`src/rtl/prefix_byte_queue.sv`:
```
// -----------------------------------------------------------------------------
// prefix_byte_queue
//
// Instruction-byte buffer and legacy-prefix scanner feeding the control-store
// overwrite stage. Fetch lines of 16 bytes are appended to a circular byte
// queue; the head of the queue is scanned combinationally for up to PFX_MAX
// prefix bytes, and the first three bytes after the prefixes are presented as
// B1/B2/B3 together with the decoded prefix flags. Decode reports back the
// full instruction length on pop and the head advances by that amount.
//
// Optional build macro:
//   PFX_LOCK_EN  - recognise F0 (LOCK) as a prefix and add the isLOCK output.
//                  When undefined, F0 is an ordinary opcode byte.
//
// Ports:
//   clk          in   clock, rising edge
//   clr          in   asynchronous active-low reset
//   flush        in   discard every queued byte (branch / redirect)
//   fetch_valid  in   fetch_line carries a valid 16-byte line
//   fetch_line   in   128-bit line, byte 0 in [7:0]
//   fetch_ready  out  at least 16 bytes of free space
//   out_valid    out  prefix and opcode fields are valid
//   B1/B2/B3     out  first/second/third byte after the prefixes
//   isREP        out  F3 or F2 prefix present
//   isSIZE       out  66 prefix present
//   isSEG        out  segment-override prefix present
//   segSEL       out  one-hot segment {GS,FS,DS,SS,CS,ES}
//   prefSize     out  number of prefix bytes, 0..PFX_MAX
//   isLOCK       out  F0 prefix present (PFX_LOCK_EN builds only)
//   pop          in   decode consumes the current instruction
//   instr_len    in   bytes consumed by pop, prefixes included (1..20)
// -----------------------------------------------------------------------------
module prefix_byte_queue #(
    parameter int DEPTH   = 32,
    parameter int PFX_MAX = 4
) (
    input  logic         clk,
    input  logic         clr,
    input  logic         flush,
    input  logic         fetch_valid,
    input  logic [127:0] fetch_line,
    output logic         fetch_ready,
    output logic         out_valid,
    output logic [7:0]   B1,
    output logic [7:0]   B2,
    output logic [7:0]   B3,
    output logic         isREP,
    output logic         isSIZE,
    output logic         isSEG,
    output logic [5:0]   segSEL,
    output logic [3:0]   prefSize,
`ifdef PFX_LOCK_EN
    output logic         isLOCK,
`endif
    input  logic         pop,
    input  logic [4:0]   instr_len
);

    localparam int AW = $clog2(DEPTH);
    localparam int CW = AW + 1;

    typedef enum logic [2:0] {
        PK_NONE,
        PK_REP,
        PK_SIZE,
        PK_SEG,
        PK_LOCK
    } pfx_kind_e;

    // Classify one byte as a prefix group (or not a prefix at all).
    function automatic pfx_kind_e pfx_kind(input logic [7:0] b);
        pfx_kind_e k;
        k = PK_NONE;
        case (b)
            8'hF2, 8'hF3: k = PK_REP;
            8'h66:        k = PK_SIZE;
            8'h26, 8'h2E, 8'h36, 8'h3E, 8'h64, 8'h65: k = PK_SEG;
`ifdef PFX_LOCK_EN
            8'hF0:        k = PK_LOCK;
`endif
            default:      k = PK_NONE;
        endcase
        return k;
    endfunction

    // One-hot segment select for a segment-override byte.
    function automatic logic [5:0] seg_onehot(input logic [7:0] b);
        logic [5:0] s;
        s = 6'b000000;
        case (b)
            8'h26:   s = 6'b000001; // ES
            8'h2E:   s = 6'b000010; // CS
            8'h36:   s = 6'b000100; // SS
            8'h3E:   s = 6'b001000; // DS
            8'h64:   s = 6'b010000; // FS
            8'h65:   s = 6'b100000; // GS
            default: s = 6'b000000;
        endcase
        return s;
    endfunction

    // Queue storage and control state
    logic [7:0]    mem_q [DEPTH];
    logic [AW-1:0] head_q, head_d;
    logic [AW-1:0] tail_q, tail_d;
    logic [CW-1:0] count_q, count_d;

    // Scan results
    logic [3:0]    pfx_cnt;
    logic          scan_on;
    logic          rep_s, size_s, seg_s;
    logic [5:0]    segsel_s;
    logic [7:0]    scan_byte;
    pfx_kind_e     scan_kind;
`ifdef PFX_LOCK_EN
    logic          lock_s;
`endif

    logic [CW-1:0] need_cnt;
    logic          valid_s;
    logic [AW-1:0] op_idx;
    logic          push_ok;
    logic          pop_ok;

    // -------------------------------------------------------------------------
    // Head scan: walk up to PFX_MAX bytes from head. The walk stops at the
    // first non-prefix byte or at the first index that is not yet filled, so
    // a partially arrived prefix run is never miscounted. Index PFX_MAX is
    // never examined and is therefore always an opcode byte.
    // -------------------------------------------------------------------------
    always_comb begin
        pfx_cnt   = 4'd0;
        scan_on   = 1'b1;
        rep_s     = 1'b0;
        size_s    = 1'b0;
        seg_s     = 1'b0;
        segsel_s  = 6'b000000;
        scan_byte = 8'h00;
        scan_kind = PK_NONE;
`ifdef PFX_LOCK_EN
        lock_s    = 1'b0;
`endif
        for (int i = 0; i < PFX_MAX; i++) begin
            scan_byte = mem_q[head_q + AW'(i)];
            scan_kind = pfx_kind(scan_byte);
            if (scan_on && (CW'(i) < count_q) && (scan_kind != PK_NONE)) begin
                pfx_cnt = pfx_cnt + 4'd1;
                case (scan_kind)
                    PK_REP:  rep_s  = 1'b1;
                    PK_SIZE: size_s = 1'b1;
                    PK_SEG: begin
                        seg_s    = 1'b1;
                        // A later segment override replaces an earlier one.
                        segsel_s = seg_onehot(scan_byte);
                    end
`ifdef PFX_LOCK_EN
                    PK_LOCK: lock_s = 1'b1;
`endif
                    default: ;
                endcase
            end else begin
                scan_on = 1'b0;
            end
        end
    end

    // The prefixes plus three opcode bytes must all be resident.
    assign need_cnt = CW'(pfx_cnt) + CW'(3);
    assign valid_s  = (count_q >= need_cnt) && !flush;
    assign op_idx   = head_q + AW'(pfx_cnt);

    assign fetch_ready = (count_q <= CW'(DEPTH - 16));

    assign out_valid = valid_s;
    assign B1        = valid_s ? mem_q[op_idx]          : 8'h00;
    assign B2        = valid_s ? mem_q[op_idx + AW'(1)] : 8'h00;
    assign B3        = valid_s ? mem_q[op_idx + AW'(2)] : 8'h00;
    assign isREP     = valid_s & rep_s;
    assign isSIZE    = valid_s & size_s;
    assign isSEG     = valid_s & seg_s;
    assign segSEL    = valid_s ? segsel_s : 6'b000000;
    assign prefSize  = valid_s ? pfx_cnt  : 4'd0;
`ifdef PFX_LOCK_EN
    assign isLOCK    = valid_s & lock_s;
`endif

    // -------------------------------------------------------------------------
    // Next-state: flush wins over push and pop. A pop longer than the queued
    // byte count is dropped so the head never runs past the tail.
    // -------------------------------------------------------------------------
    assign push_ok = fetch_valid && fetch_ready && !flush;
    assign pop_ok  = pop && valid_s && (CW'(instr_len) <= count_q);

    always_comb begin
        head_d  = head_q;
        tail_d  = tail_q;
        count_d = count_q;
        if (flush) begin
            head_d  = '0;
            tail_d  = '0;
            count_d = '0;
        end else begin
            if (pop_ok) begin
                head_d = head_q + AW'(instr_len);
            end
            if (push_ok) begin
                tail_d = tail_q + AW'(16);
            end
            count_d = count_q + (push_ok ? CW'(16) : CW'(0))
                              - (pop_ok ? CW'(instr_len) : CW'(0));
        end
    end

    always_ff @(posedge clk or negedge clr) begin
        if (!clr) begin
            head_q  <= '0;
            tail_q  <= '0;
            count_q <= '0;
        end else begin
            head_q  <= head_d;
            tail_q  <= tail_d;
            count_q <= count_d;
        end
    end

    // Byte storage carries no reset; only bytes below count are ever observed.
    always_ff @(posedge clk) begin
        if (push_ok) begin
            for (int k = 0; k < 16; k++) begin
                mem_q[tail_q + AW'(k)] <= fetch_line[8*k +: 8];
            end
        end
    end

endmodule

```
`config.mk`:
```
export PLATFORM = sky130hd
export DESIGN_NAME = prefix_byte_queue
export DESIGN_NICKNAME = d
export VERILOG_FILES = /design/src/rtl/prefix_byte_queue.sv
export SDC_FILE = /design/constraint.sdc
export NUM_CORES = 1
export LEC_CHECK = 0
export ABC_AREA = 0
export ABC_CLOCK_PERIOD_IN_PS = 12900
export CAP_MARGIN = 20
export CORE_AREA = 8 8 243 245
export CTS_CLUSTER_SIZE = 8
export DETAILED_ROUTE_END_ITERATION = 6
export DIE_AREA = 0 0 251 253
export DONT_BUFFER_PORTS = 1
export PLACE_DENSITY = 0.68
export SLEW_MARGIN = 10
export SYNTH_ARGS = -nofsm -noshare
export SYNTH_HDL_FRONTEND = slang
export SYNTH_SLANG_ARGS = --single-unit
```
`constraint.sdc`:
```
create_clock -name clk -period 12.9 [get_ports clk]
set_input_delay 1.935 -clock clk [delete_from_list [all_inputs] [get_ports clk]]
set_output_delay 1.935 -clock clk [all_outputs]
set_load 0.05 [all_outputs]
```
# [After elaboration in Yosys (flattened, before gate mapping)]
# Memories as Yosys holds them, arrays and structs flattened.
# Cells that the tools add are included.
# W data, S select, Z words.
[op_classes] n_reduce_logical=27 order_cmp=7 bitwise=3 n_addsub=29 n_mux=61 n_eq_ne=48
[ops] op="$pmux W6 S6" count=4
[ops] op="$eq A8 B6 Y1 const B" count=16
[ops] op="$eq A8 B7 Y1 const B" count=12
[ops] op="$eq A8 B8 Y1 const B" count=8
[ops] op="$mux W6" count=10
[ops] op="$add A5 B4 Y5 const B" count=8
[ops] op="$mux W1" count=30
[ops] op="$mux W5" count=6
[ops] op="$add A5 B2 Y5 const B" count=5
[ops] op="$eq A3 B2 Y1 const B" count=8
[ops] op="$mux W8" count=3
[ops] op="$pmux W2 S3" count=4
[ops] op="$reduce_or A6 Y1" count=4
[ops] op="$add A5 B3 Y5 const B" count=4
[ops] op="$mux W4" count=4
[ops] op="$add A5 B1 Y5 const B" count=3
[ops] op="$add A4 B1 Y4 const B" count=3
[ops] op="$eq A3 B1 Y1 const B" count=4
[ops] op="$logic_and A1 B1 Y1" count=12
[ops] op="$lt A1 B6 Y1 const A" count=2
[ops] op="$lt A2 B6 Y1 const A" count=2
[ops] op="$reduce_bool A3 Y1" count=4
[ops] op="$reduce_or A2 Y1" count=4
[ops] op="$add A6 B5 Y6" count=1
[ops] op="other kinds (11)" count=14
[totals] n_memories=1 out_inout_bits=39 elab_cells=179 ff_bits=16 ram_bits=256
[mem_list] memory="mem_q" words=32 width=8 rd=7 rd_ports_with_merged_regs=0 write_ports=16 line_no="103" text="logic [7:0] mem_q [DEPTH];"

# [Longest topological paths before layout]
# An unclocked memory read counts as a cell.
[logic_depth] ltp_word=24 ltp_mapped=48

# [Least setup slack after synthesis]
# Ideal clock, no wire load.
[synth_timing] path_kind="reg2out" start="reg head_q[1]" end="out B3[2]" t_required_ps=10965 path_stages_with_launch=38 path_slack_ps=1622 arrival_time_ps=9343 path_buffers=11 path_cell_list="dfrtp_1 > buf_4 > buf_2 > buf_2 > buf_2 > inv_1 > ha_1 > buf_4 > buf_2 > buf_2 > buf_1 > mux4_2 > mux2i_1 > nand2_1 > a2111o_1 > nor2_1 > nand2_1 > nand2_1 > (+2 left out) > nand2_1 > a31o_2 > buf_2 > xnor2_1 > ha_1 > o31a_1 > inv_1 > fa_1 > xor2_1 > inv_1 > ha_1 > xor2_1 > clkbuf_1 > buf_1 > mux4_2 > mux4_2 > mux2i_1 > nor2_1"
[synth_between] elab_chain_cells=20 elab_cells_between_ends=79 cone_classes="add/sub: 9; order compare: 1; eq/ne: 36; mux: 12; reduce/logical: 20; memory: 1"
[synth_rtl] item="from (decl)" line_no="104" text="logic [AW-1:0] head_q, head_d;"
[synth_rtl] item="from (signal assigned)" line_no="216" text="head_q <= '0;"
[synth_rtl] item="from (signal assigned)" line_no="220" text="head_q <= head_d;"
[synth_rtl] item="branches (longest 19 deep; another with $mem_v2 Z32 W8)"
[synth_rtl] item="$mux W8 (*)" line_no="177" text="assign B3 = valid_s ? mem_q[op_idx + AW'(2)] : 8'h00;"
[synth_rtl] item="to (decl)" line_no="46" text="output logic [7:0] B3,"
# Mark *: on every way between the ends.

# [Worst setup path in the final report]
[layout_timing] start="reg head_q[0]" end="out B2[0]"
[layout_between] elab_chain_cells=20 elab_cells_between_ends=79 cone_classes="add/sub: 9; order compare: 1; eq/ne: 36; mux: 12; reduce/logical: 20; memory: 1"
[layout_rtl] item="branches (longest 19 deep; another with $mem_v2 Z32 W8)"
[layout_rtl] item="$mux W8 (*)" line_no="176" text="assign B2 = valid_s ? mem_q[op_idx + AW'(1)] : 8'h00;"
[layout_rtl] item="to (decl)" line_no="45" text="output logic [7:0] B2,"
# Marked as above.

==> impl_metrics.py <==
metrics = {
    "placement": {
        "port_buffers": 0,
        "detailedPlacementHpwl_mm": 69.6,
        "place_worst_setup_slack_ps": 1430,
        "gp_routability_congestion": 0.996,
    },
    "worst_setup_path": {
        "timing.rr.start": "head_q[0]",
        "critical_path_buf_inv_count": 5,
        "cp_top_family": "multiplexers",
        "reg2reg_to": "count_q[5]",
        "ff2ff_setup_slack_ps": 3050,
        "master_of_the_slowest_instance_on_the_critical_path": "ha_4",
        "critPathLaunchType": "register",
        "worstPathArrival_ps": 10230,
        "worstRegToRegCells": 39,
        "cp.required_ps": 10970,
        "setup.worst_path.end_class": "output pin",
        "critical_path.most_common_cell": "ha_1",
        "criticalPathCategory": "register to output pin",
        "cpPeakStageDelay_ps": 810,
        "crit_path_max_fanout": 42,
        "timing.critical_path.from": "head_q[0]",
    },
    "routing": {
        "drcViolationCount": 1,
        "drt.antenna.violating_nets": 0,
        "detail_route.vias_per_cell": 7.96,
        "first_pass_iters": 7,
        "first_iter_violations": 3249,
        "detail_route.wirelength_mm": 99.7,
        "vias": 21900,
        "post_drt_wl_per_cell_um": 36.3,
    },
    "min_path": {
        "holdCritPathClass": "register to register",
        "min_from": "count_q[0]",
        "hold_path_depth": 3,
        "timing.hold.worst_endpoint": "count_q[0]",
    },
    "timing": {
        "finClkSkew_ps": 20.1,
        "final-max-slew-violation-count": 0,
        "worst_slack_ps": 738,
        "worst-slew-pin-transition_ps": 1220,
        "setup_repair_after_global_routing_missed_its_margin": "false",
        "final_min_period_over_clock_period_pct": 94.3,
        "slew_headroom_pct": 16.5,
        "max_freq_mhz": 82.2,
        "final.setup.tns_ps": 0,
        "final_critical_path_time_including_i_o_delays_and_setup_ps": 12160,
        "final-hold-violation-count": 0,
        "timing.final.setup_violations": 0,
    },
    "yosys": {
        "netlist_top_cells_area": "mux4_2 38%, edfxtp_1 28%, a21o_1 7.0%, mux2i_1 3.3%, nand3_1 2.4%",
        "synth.yosys.seq_area_share_pct": 29.3,
        "synth_top_cell_area_share_pct": 38.1,
        "synthDominantAreaCellType": "mux4_2",
        "count_of_flip_flops_with_a_built_in_enable_after_synthesis": 256,
        "synth_async_sr_flop_share_pct": 4.48,
        "yosys.cell_types.count": 81,
        "syn_area_um2": 27200,
        "syn-instance-count": 2118,
        "synth_ff_type": "edfxtp_1",
        "synth-seq-cells": 268,
        "avgSynthCellArea_um2": 12.9,
        "yosys_warnings": 0,
    },
    "die": {
        "num_rows": 87,
        "initial_utilization_pct": 49.0,
        "die_height_um": 253,
        "i_o_pin_total": 177,
        "dieArea_um2": 63500,
        "fp.coreArea_um2": 55500,
        "floorplan.die.width_um": 251,
    },
    "finish": {
        "leading_cell_type_in_the_layout_fill_and_taps_excluded": "mux4_2",
        "post_route_cells_drive_above_1_share_pct": 32.4,
        "syn_to_final_growth_pct": 7.14,
        "ff_latch_area_um2": 8000,
        "finish.utilization_pct": 52.5,
        "mostFrequentLayoutCells": "461 x mux4_2, 256 x edfxtp_1, 251 x a21o_1, 163 x nand2_1, 132 x nand3_1",
        "n_fill_cell": 4579,
        "layout.nets": 2207,
        "multi_input_comb_area_um2": 18300,
    },
    "grt": {
        "grt_pass1_wl_mm": 146,
        "grt_antenna_before_repair": 3,
        "grt_remaining_overflow": 0,
        "maximum_number_of_pins_on_one_net_before_global_route_repair": 131,
        "grtUsageTotal_pct": 30.7,
        "vias_in_the_first_global_route": 21200,
    },
    "clock_tree": {
        "cts_sinks": 268,
        "cts_hold_buffers": 0,
        "ctsLongestPathBuffers": 3,
        "postCtsSetupRepairBufs": 0,
        "cts_htree_levels": 2,
        "cts.clk_slew.worst_paths_ps": 50,
        "cts_tree": "yes",
        "worst_skew_pair.late_latency_ps": 550,
        "cts_root_buffer": "clkbuf_16",
        "total_clock_buffers_created_by_cts": 40,
        "cts_resized": 0,
    },
    "power_and_ir_drop": {
        "ir_worst_vdd_v": 0.000115,
        "power.density_nw_per_um2": 157,
        "power_leakage_nw": 10.3,
    },
    "flow_run": {
        "max_cap_viol_count": 0,
    },
    "status": {
        "run_status": "finished with violations",
        "failing_checks": "design-rule violations",
    },
}
## worst max path at each step
stage	end	slack, ps	cells after the start
5_1_grt	B2[4]	180	27
3_5_place_dp	B2[4]	1430	27
6_report	B2[0]	740	29
3_3_place_gp	B2[5]	1580	27
2_1_floorplan	B3[2]	1620	37
4_1_cts	B2[6]	800	27
## registers in the layout, summed over array words and instances, names as in the netlist
| register | count |
|---|---|
| head_q | 5 |
| mem_q | 256 |
| tail_q | 1 |
| count_q | 6 |
## worst register-to-register path: cells and delay by family (launching register included)
kind,cells,cell delay (ps)
flops,1,550
buf+inv,8,2160
mux,1,610
simple gates,8,1200
xor+xnor,2,310
compound gates,12,2270
fa+ha+maj,8,2600
## metrics by stage
| stage | power, W | cell area (um^2) | cells | hold WS, ps |
|---|---|---|---|---|
| after global routing | 0.00474 | 29200 | 2747 | 743 |
| after global placement | 0.00353 | 28000 | 2687 | 706 |
| after CTS | 0.00452 | 29100 | 2736 | 715 |
| after floorplan | 0.00291 | 27200 | 2119 | 659 |
| after detailed placement | 0.00358 | 28000 | 2689 | 706 |
| final | 0.00457 | 29200 | 2749 | 720 |
## layout make-up
| cell class | instances | area share, % |
|---|---|---|
| timing repair buffer | 96 | 2.72 |
| multi-input combinational | 1593 | 62.7 |
| clock buffer | 43 | 3.54 |
| tap | 712 | 3.05 |
| clock inverter | 4 | 0.142 |
| inverter | 31 | 0.399 |
| sequential | 268 | 27.4 |
| antenna | 2 | 0.0172 |
## cell usage after synthesis, types with 19 or more instances
cell        n
nand2_1   163
a21o_1    252
mux2i_1    91
o21ai_0    19
nand2b_1   23
nand4_1    26
buf_4      19
clkbuf_1  145
nor2_1     86
inv_1      28
nand3_1   132
ha_1       35
nor3_1     22
mux4_2    461
nor2b_1    21
buf_2      35
edfxtp_1  256
## where the power goes
part	internal [W]	leakage [nW]	switching (W)
Combinational	0.00103	7.25	0.00128
Sequential	0.00111	2.50	0.000219
Clock	0.000576	0.526	0.000358
## cell families (layout without fill, tap and decap cells)
kind of cell               Yosys count  in the layout  synth area share, %
AOI/OAI and AO/OA                  409            409                 11.5
xor gates and xnor gates            30             30                 1.02
buffers and inverters              258            174                 4.32
DFF                                268            268                 29.3
other                                2              5               0.0276
and+or+nand+nor                    549            549                 9.98
muxes                              563            563                 42.0
adders and majority gates           39             39                 1.90
## layer usage
layer  track usage, %  vias to the layer above  share of wire (%)
met5                0                        -              0.034
met4             14.2                        4                5.5
met3             12.1                      337                 16
met2             46.7                     1896                 45
met1             38.6                    11000                 34
li1                 -                     8630                  -
No activity file was read; power rests on OpenSTA's default activity.
